--- config.mk ---
export PLATFORM = sky130hd
export DESIGN_NAME = gate_xor
export DESIGN_NICKNAME = d
export VERILOG_FILES = /design/src/rtl/gate_xor.sv
export SDC_FILE = /design/constraint.sdc
export NUM_CORES = 1
export LEC_CHECK = 0
export ABC_AREA = 1
export CAP_MARGIN = 20
export CORE_UTILIZATION = 31
export CTS_BUF_LIST = sky130_fd_sc_hd__clkbuf_8 sky130_fd_sc_hd__clkbuf_16
export DETAILED_ROUTE_END_ITERATION = 6
export GPL_TIMING_DRIVEN = 1
export PLACE_DENSITY = 0.87
export SLEW_MARGIN = 10
export SYNTH_ARGS = -nofsm -noshare
export SYNTH_HDL_FRONTEND = slang
export SYNTH_SLANG_ARGS = --single-unit
--- constraint.sdc ---
create_clock -name clk -period 1.5 [get_ports clk]
set_input_delay 0.15 -clock clk [delete_from_list [all_inputs] [get_ports clk]]
set_output_delay 0.15 -clock clk [all_outputs]
set_load 0.03 [all_outputs]
--- src/rtl/gate_xor.sv ---
// Parameterised bitwise XOR with a registered copy, any-difference flag and Hamming distance.
// Optional saturating count of differing cycles when GATE_XOR_STATS_EN is defined.
module gate_xor #(
    parameter int unsigned n     = 4,
    parameter int unsigned CNT_W = 16
) (
    input  logic                       clk,
    input  logic                       rst,
    input  logic                       en,
    input  logic [n-1:0]               A,
    input  logic [n-1:0]               B,
    output logic [n-1:0]               F,
    output logic [n-1:0]               F_q,
    output logic                       any_diff_q,
    output logic [$clog2(n+1)-1:0]     pop_q,
    output logic [CNT_W-1:0]           diff_cycles
);

    localparam int unsigned POP_W = $clog2(n + 1);

    logic [POP_W-1:0] pop_c;
    logic             any_diff_c;

    assign F          = A ^ B;
    assign any_diff_c = |F;

    // Hamming distance of A vs B; POP_W always holds the value n
    always_comb begin
        pop_c = '0;
        for (int unsigned i = 0; i < n; i++) begin
            pop_c = pop_c + POP_W'(F[i]);
        end
    end

    always_ff @(posedge clk) begin
        if (rst) begin
            F_q        <= '0;
            any_diff_q <= 1'b0;
            pop_q      <= '0;
        end else if (en) begin
            F_q        <= F;
            any_diff_q <= any_diff_c;
            pop_q      <= pop_c;
        end
    end

`ifdef GATE_XOR_STATS_EN
    localparam logic [CNT_W-1:0] CNT_MAX = {CNT_W{1'b1}};

    logic [CNT_W-1:0] cnt_q;

    // Saturating count of enabled cycles where the operands differ
    always_ff @(posedge clk) begin
        if (rst) begin
            cnt_q <= '0;
        end else if (en && any_diff_c && (cnt_q != CNT_MAX)) begin
            cnt_q <= cnt_q + CNT_W'(1);
        end
    end

    assign diff_cycles = cnt_q;
`else
    assign diff_cycles = '0;
`endif

endmodule

==> impl_metrics.ini <==
[layout]
drive_above_1_share_pct = 32.5
n_antenna_cell = 0
fin_util_pct = 52.2
final_common_cell = buf_4
final_net_count = 131
design_area_um2 = 902
area_growth_pct = 57.8
layout_common_cells = buf_4, conb_1, nor2_1, clkdlybuf4s50_1, inv_1

[flow_run]
drv_cap = 0

[logic_synthesis]
synth.distinct_cells = 13
ys_warn_count = 0
avgSynthCellArea_um2 = 7.33
netlist_area_um2 = 572
ys_ff_latch = 8
syn_inst = 78
synth_seq_area_share_pct = 28.0

[route]
ant_nets = 0
wire_per_inst_um = 8.27
drt_iter0_drc = 5
vias = 542
viasPerCell = 3.90
drcViolationCount = 0
firstDrtPassIters = 3
totalWireLength_mm = 1.15

[sta]
rsz0062_at_grt = no
fin_crit_ns = 1.43
fmax_mhz = 699
totalNegativeSetupSlack_ns = 0
final-setup-viol-count = 0
maxSlewViolCount = 0
period_share_pct = 95.3
hold_violations = 0
skew_ns = 0

[clocking]
cts-buffers-inserted = 3
path_clk_slew_ns = 0.04
postCtsHoldBufs = 0
cts_max_path_buffers = 2
cts.sinks = 8
htreeDepth = 1
root_buffer = clkbuf_8
cts_tree = built
clk_latency_ns = 0.22

[worst_setup_path]
crit_required_ns = 1.62
worstSetupEndpointType = flop
path_max_fanout = 2
worstPathArrival_ns = 1.55
crit_chain = buf_4 > xnor2_4 > inv_4 > fa_1 > ha_2 > ha_4 > nor2_2 > nor2_1
cp-start-kind = primary input
crit_type = in -> reg
critPathMaxStageDelay_ns = 0.54
cp_slowest_cell = fa_1

[place]
placed_area_um2 = 851
place.gp.congestion = 0.754
dp_hpwl_um = 911
port_buffers = 22

[floorplanning]
die_w_um = 44.9
row_count = 15
die-area_um2 = 2020
ios = 39
core_area_um2 = 1730
die_h_um = 44.9
initial_utilization_pct = 33.1

[outcome]
status = complete, no violations

[power_and_ir_drop]
power.leakage_nw = 0.481
peakVddDrop_mv = 0.467
power_density_nw_per_um2 = 939

[grt]
grt_max_degree = 9
antenna_found_initial = 0
overflow = 0
grt_usage_pct = 12.3
grt_pass1_vias = 477
grt_pass1_wl_mm = 1.83

[hold_path]
hp-class = in -> reg
-- per-stage QoR --
step                power [mW]  setup slack (ns)  hold WS [ns]  std cells
floorplan                0.486           -0.0512         0.298         93
global placement         0.574            -0.545         0.488        132
detailed placement       0.581            -0.594         0.490        132
CTS                      0.846           0.00469         0.503        137
global route             0.900           0.00106         0.458        139
finish                   0.847            0.0701         0.426        139
-- sequential cells by signal (all words and copies together), names as in the netlist --
signal,count
F_q,4
pop_q,3
any_diff_q,1
-- per-layer routing --
layer,track usage (%),vias up,share of wire (%)
met3,2.40,0,9.4
met1,13.0,244,37
met4,3.64,0,0
li1,-,269,-
met2,24.1,29,54
met5,0,-,0
-- path summary, 6_finish.rpt --
kind	from	to	slack [ns]	cells past startpoint
setup / recovery	A[1]	pop_q[1]$_SDFFE_PP0P_	0.07	8
hold / removal	B[3]	any_diff_q$_SDFFE_PP0P_	0.43	6
setup reg to reg	F_q[3]$_SDFFE_PP0P_	F_q[3]$_SDFFE_PP0P_	0.84	4
hold reg to reg	pop_q[0]$_SDFFE_PP0P_	pop_q[0]$_SDFFE_PP0P_	0.50	2
-- cell usage after synthesis --
library cell   n  area, µm²
nor2_1        16       60.1
ha_1           3       37.5
nand2_1       11       41.3
buf_4         16        120
inv_1         12       45.0
buf_6          1       11.3
conb_1         1       3.75
nand3_1        1       5.00
xnor2_2        2       32.5
dfxtp_1        8        160
nand3_2        1       10.0
o21ai_0        5       25.0
fa_1           1       20.0
-- cells by family (layout without fill, tap and decap cells) --
kind of cell | Yosys count | count (layout) | share of synthesized area [%]
buffers and inverters | 29 | 50 | 30.9
AOI/OAI and AO/OA | 5 | 5 | 4.38
other | 1 | 16 | 0.656
xor gates and xnor gates | 2 | 2 | 5.69
DFF | 8 | 8 | 28.0
and+or+nand+nor | 29 | 29 | 20.3
adders and majority gates | 4 | 4 | 10.1
-- power by group --
| part | leakage, nW | internal (mW) | switching [mW] |
|---|---|---|---|
| logic | 0.393 | 0.146 | 0.204 |
| clock network | 0.0216 | 0.174 | 0.0810 |
| registers | 0.0665 | 0.233 | 0.00904 |
-- what timing repair did --
action,CTS,global route
resized for setup,19,7
setup buffers,2,2
setup endpoints to repair,3,3
pin swaps,3,4
-- area by class of cell --
| type | count | area, µm² |
|---|---|---|
| well taps | 25 | 31.3 |
| multi-input cells | 56 | 339 |
| clock buffers | 3 | 41.3 |
| inverters | 12 | 50.0 |
| repair buffers | 35 | 280 |
| fillers | 174 | 825 |
| flip-flops and latches | 8 | 160 |
-- critical path, delay by kind of cell --
| family | cells | cell delay (ns) |
|---|---|---|
| fa+ha+maj | 3 | 0.91 |
| xor+xnor | 1 | 0.19 |
| simple gates | 2 | 0.11 |
| buf+inv | 2 | 0.18 |
Note: power is estimated with default switching activity, not from simulation.
